File: src/rtl/pipeline_hazard_ctrl.sv
// Central stall/flush sequencer for the five-stage pipeline: memory-wait freeze,
// branch flush and load-use bubble, plus saturating stall/flush counters.
module pipeline_hazard_ctrl #(
    parameter int REG_W       = 4,
    parameter int MEM_TIMEOUT = 64,
    parameter int CNT_W       = 16
) (
    input  logic             CLK,
    input  logic             Reset,
    input  logic             IDEX_MemRead,
    input  logic [REG_W-1:0] IDEX_Rd,
    input  logic [REG_W-1:0] IFID_Rs1,
    input  logic [REG_W-1:0] IFID_Rs2,
    input  logic             BranchTaken,
    input  logic             MemReq,
    input  logic             MemReady,
    output logic             PCWrite,
    output logic             IFID_Write,
    output logic             IDEX_Write,
    output logic             EXMEM_Write,
    output logic             MEMWB_Write,
    output logic             IFID_Flush,
    output logic             IDEX_Flush,
    output logic             MemFault,
    output logic [CNT_W-1:0] StallCount,
    output logic [CNT_W-1:0] FlushCount
);

    localparam int WAIT_W = (MEM_TIMEOUT > 2) ? $clog2(MEM_TIMEOUT) : 1;
    localparam logic [WAIT_W-1:0] WAIT_LAST = WAIT_W'(MEM_TIMEOUT - 1);

    typedef enum logic [1:0] {
        RUN      = 2'd0,
        MEM_WAIT = 2'd1,
        FAULT    = 2'd2
    } state_t;

    state_t            state, state_next;
    logic [WAIT_W-1:0] wait_cnt, wait_next;
    logic              advance;
    logic              branch_flush;
    logic              load_use;
    logic              mem_ready;

    // MemReady only counts while a request is actually outstanding.
    assign mem_ready = MemReq & MemReady;
    assign load_use  = IDEX_MemRead && (IDEX_Rd != '0) &&
                       ((IDEX_Rd == IFID_Rs1) || (IDEX_Rd == IFID_Rs2));

    // NOTE: every signal written here gets a default first, so no path leaves
    // a value unassigned and no latch is inferred.
    always_comb begin
        state_next   = state;
        wait_next    = wait_cnt;
        advance      = 1'b0;
        branch_flush = 1'b0;
        MemFault     = 1'b0;
        PCWrite      = 1'b0;
        IFID_Write   = 1'b0;
        IDEX_Write   = 1'b0;
        EXMEM_Write  = 1'b0;
        MEMWB_Write  = 1'b0;
        IFID_Flush   = 1'b0;
        IDEX_Flush   = 1'b0;

        if (!Reset) begin
            unique case (state)
                RUN: begin
                    if (MemReq && !MemReady) begin
                        state_next = MEM_WAIT;
                        wait_next  = '0;
                    end else begin
                        advance = 1'b1;
                    end
                end
                MEM_WAIT: begin
                    if (mem_ready) begin
                        advance    = 1'b1;
                        state_next = RUN;
                    end else if (wait_cnt == WAIT_LAST) begin
                        state_next = FAULT;
                    end else begin
                        wait_next = wait_cnt + WAIT_W'(1);
                    end
                end
                FAULT: begin
                    MemFault = 1'b1;
                end
                default: begin
                    state_next = RUN;
                end
            endcase
        end

        // Branch outranks load-use; both only act when the pipeline advances.
        if (advance) begin
            PCWrite     = 1'b1;
            IFID_Write  = 1'b1;
            IDEX_Write  = 1'b1;
            EXMEM_Write = 1'b1;
            MEMWB_Write = 1'b1;
            if (BranchTaken) begin
                branch_flush = 1'b1;
                IFID_Flush   = 1'b1;
                IDEX_Flush   = 1'b1;
            end else if (load_use) begin
                PCWrite    = 1'b0;
                IFID_Write = 1'b0;
                IDEX_Flush = 1'b1;
            end
        end
    end

    // NOTE: sequential state uses non-blocking assignments so every register
    // samples the pre-edge values regardless of statement order.
    always_ff @(posedge CLK) begin
        if (Reset) begin
            state      <= RUN;
            wait_cnt   <= '0;
            StallCount <= '0;
            FlushCount <= '0;
        end else begin
            state    <= state_next;
            wait_cnt <= wait_next;
            if ((state != FAULT) && !PCWrite && (StallCount != '1)) begin
                StallCount <= StallCount + CNT_W'(1);
            end
            if (branch_flush && (FlushCount != '1)) begin
                FlushCount <= FlushCount + CNT_W'(1);
            end
        end
    end

endmodule

File: config.mk
export PLATFORM = sky130hd
export DESIGN_NAME = pipeline_hazard_ctrl
export DESIGN_NICKNAME = d
export VERILOG_FILES = /design/src/rtl/pipeline_hazard_ctrl.sv
export SDC_FILE = /design/constraint.sdc
export NUM_CORES = 1
export LEC_CHECK = 0
export CORE_AREA = 5 5 101 103
export CTS_BUF_LIST = sky130_fd_sc_hd__clkbuf_4 sky130_fd_sc_hd__clkbuf_8
export CTS_CLUSTER_SIZE = 28
export DETAILED_ROUTE_END_ITERATION = 7
export DIE_AREA = 0 0 106 108
export PLACE_DENSITY = 0.52
export SKIP_CTS_REPAIR_TIMING = 1
export SYNTH_ARGS = -nofsm -noshare
export SYNTH_HDL_FRONTEND = slang
export SYNTH_SLANG_ARGS = --single-unit
File: constraint.sdc
create_clock -name CLK -period 2.35 [get_ports CLK]
set_clock_uncertainty 0.1 [all_clocks]
set_input_delay 0.47 -clock CLK [delete_from_list [all_inputs] [get_ports CLK]]
set_output_delay 0.47 -clock CLK [all_outputs]
set_load 0.01 [all_outputs]
==> results by stage <==
Timing:
- The max-slew violation total from the final report was 0.
- Setup repair after global routing left no endpoint under its margin.
- The final total negative setup slack is 0 ns.
- Dividing the final minimum period by the clock period gives 0.960.
- The hold violation count in the final report is 0.
- Setup violations remaining at the end of the flow were counted as 0.
- The transition time of the tightest slew-check pin is between 0.3 and 0.4 ns.
- Derived from the worst setup path, the maximum achievable clock frequency is approximately 0.44 GHz.
- The post-route minimum period is approximately 2.3 ns.
- The normalized max-slew margin is 0.777.

Status:
- The run finished with clean final reports.

Critical path:
- For this design, the slowest cell found on the critical path is nor4_4.
- In this design, the critical path's most frequently occurring cell is dlymetal6s2s_1.
- The largest stage delay on the critical path is around 0.32 ns.
- Counting both buffers and inverters, the worst setup path holds a total of 2.
- The category of the critical setup timing path is in2out.
- The category of the worst setup path capture point is an output pin.
- The critical path arrival is between 1.5 and 2 ns.
- The signal on the critical path passes through dlymetal6s2s_1 -> xor2_2 -> nor4_4 -> o211ai_4 -> o21a_1 -> dlymetal6s2s_1.
- The worst setup path is launched from an input port.
- Grouping stages by cell kind, the critical path spends the most delay in buffers and inverters.
- Along the worst path, the maximum fanout reaches 3.
- The data required time at the worst endpoint is about 1.8 ns.

Yosys:
- During synthesis, Yosys emitted a total of 0 warnings.
- The number of standard cells after synthesis is approximately 250.
- After synthesis, the cell types taking the most area are dfxtp_1 36%, xnor2_1 6.7%, nor2_1 5.9%, xor2_1 4.3%, nand4_1 2.8%.
- Of the post-synthesis cell area, the dominant cell type holds 0.361.
- The number of synthesized flops with an enable pin is 0.
- The commonest cells after synthesis are 40 x dfxtp_1, 35 x nor2_1, 17 x xnor2_1.
- In the synthesized netlist the dominant register cell turns out to be dfxtp_1.
- The most used standard cell by instance count after synthesis is dfxtp_1.
- dfxtp_1 takes more of the synthesized area than any other cell.
- Of the synthesized area, sequential elements account for 0.361.
- The cell area after synthesis is roughly 2200 sq um.
- The netlist uses 53 different library cells.
- A synthesized cell averages ~8.9 sq um.
- After synthesis the netlist holds a flip-flop and latch count of 40.
- The share of flip-flops with an asynchronous set or reset after synthesis is 0.
- Counting every net in the synthesized netlist gives about 270.

Place:
- The number of placed instances, taps included, is 438.
- The placed instances occupy a cell area of just over 3000 sq um.
- Detailed placement finished with a half-perimeter wire length of ~4300 um.
- At the end of routability-driven placement, the weighted congestion stood at roughly 0.72.
- During placement, the flow inserted port buffers numbering 57.

Global route:
- The first global-routing pass estimated about 9400 um of wire.
- The initial antenna violation count is 0.
- Entering global routing, the biggest net connects 29 pins.
- The residual overflow from global routing is 0.
- The total routing resource utilization after global routing is 0.0997.
- The number of global-route vias before repair is about 2100.

Floorplanning:
- The starting density of the core is 0.244.
- Measured along the y axis, the die boundary spans about 110 um.
- The die covers 11400 sq um.
- The floorplan step set the die width to between 100 and 150 um.
- The initialized floorplan defines 35 standard-cell rows.
- The top-level I/O count is 58.
- The core area is 9110 sq um.

Finish:
- The count of antenna diodes in the layout is 0.
- The final-stage net count is 360.
- In the final layout, the share of cells above drive strength 1 is 0.250.
- The post-route non-filler standard cell count is 451.
- With fillers left out, the area of the finished cells amounts to approximately 3400 sq um.
- Compared with the post-synthesis result, the final layout area differs by 51.6%.

Clock tree:
- The clock edge transition at the registers on the reported setup and hold paths is approximately 0.08 ns.
- Clock latency on the worst-skew pair, taken at its later pin, is approximately 0.29 ns.
- The clock tree from TritonCTS is built.
- CTS built an H-tree with a depth of 2.
- The CTS buffer count is 5.
- The clock sink total is 40.
- The longest clock path from root to sink contains 2 buffers.
- The CTS root buffer is clkbuf_8.

Detailed routing:
- In the routed design, unresolved DRC markers number 0.
- Once detail routing completed, the nets flagged for antenna violations numbered 0.
- The routed wire length is around 5700 um.
- In this run, the number of DRC markers left after iteration 0 of detailed routing was 39.
- In the routed layout, each cell is associated on average with a via count of between 4 and 5.
- The post-detailed-route wirelength per cell is between 10 and 15 um.
- For this run, the detailed router's first-pass iteration total came to 4.
- The detailed-route via count is between 2000 and 2500.

Pwr:
- The static power due to leakage is roughly 0.0014 uW.
- The overall power consumption is roughly 1500 uW.
- Across the VDD grid, the largest voltage drop is ~0.2 mV.
- The power per cell area is 452 nW/um^2.

Job:
- The tool flagged a number of max-cap violations equal to 0.

Hold path:
- The path category of the worst min-delay check is in2reg.
[path summary, 6_finish.rpt]
| path | start | end | slack [ns] | cells after the start |
|---|---|---|---|---|
| max | IDEX_Rd[1] | PCWrite | 0.09 | 6 |
| min | Reset | state[1]$_SDFFE_PP0P_ | 0.36 | 2 |
| max reg2reg | state[0]$_SDFFE_PP0P_ | StallCount[8]$_SDFFE_PP0P_ | 0.25 | 8 |
| min reg2reg | wait_cnt[1]$_SDFFE_PP0P_ | wait_cnt[1]$_SDFFE_PP0P_ | 0.38 | 2 |
[power by group]
group | switching [uW] | leakage, uW | internal, uW
sequential | 7.50 | 0.000323 | 688
combinational | 123 | 0.00101 | 137
clock | 251 | 0.0000541 | 314
total | 382 | 0.00139 | 1140
[cells by family after synthesis]
kind of cell               after synthesis  share of synthesized area
DFF                                     40                      0.361
muxes                                    7                     0.0361
xor gates and xnor gates                28                      0.111
and+or+nand+nor                        117                      0.296
AOI/OAI and AO/OA                       36                      0.142
adders and majority gates                3                     0.0169
buffers and inverters                   17                     0.0372
[final cells by class]
| type | instances | area (sq um) |
|---|---|---|
| fillers | 966 | 5750 |
| clock inverters | 3 | 42.5 |
| flip-flops and latches | 40 | 801 |
| well taps | 111 | 139 |
| inverters | 7 | 26.3 |
| repair buffers | 94 | 882 |
| clock buffers | 5 | 68.8 |
| multi-input cells | 191 | 1400 |
[metal layers]
metal	track usage	vias up	wire (um)
met5	0	-	0
met4	0.0222	0	36
met3	0.0299	5	329
met2	0.172	46	2730
met1	0.123	949	2620
li1	-	1055	-
[state kept, by name (all words and copies together), names as in the netlist]
name,flops
FlushCount,16
wait_cnt,6
StallCount,16
state,2
[metrics by stage]
stage               setup WS (ns)  hold slack, ns   util
finish                     0.0944           0.363  0.369
global route               0.0199           0.400  0.369
CTS                        -0.591           0.390  0.354
detailed placement         -0.576           0.379  0.342
global placement           -0.567           0.365  0.342
floorplan                   0.105           0.349      -
[cell usage in the layout (no fill, tap or decap), types with 9 or more instances in the layout]
cell type	count
nand2_1	13
nand3_1	9
buf_4	36
clkdlybuf4s50_1	33
nand4_1	10
a21oi_1	11
dfxtp_1	40
dlymetal6s2s_1	20
nor2_1	35
xnor2_1	17
(Power assumes the default switching activity.)
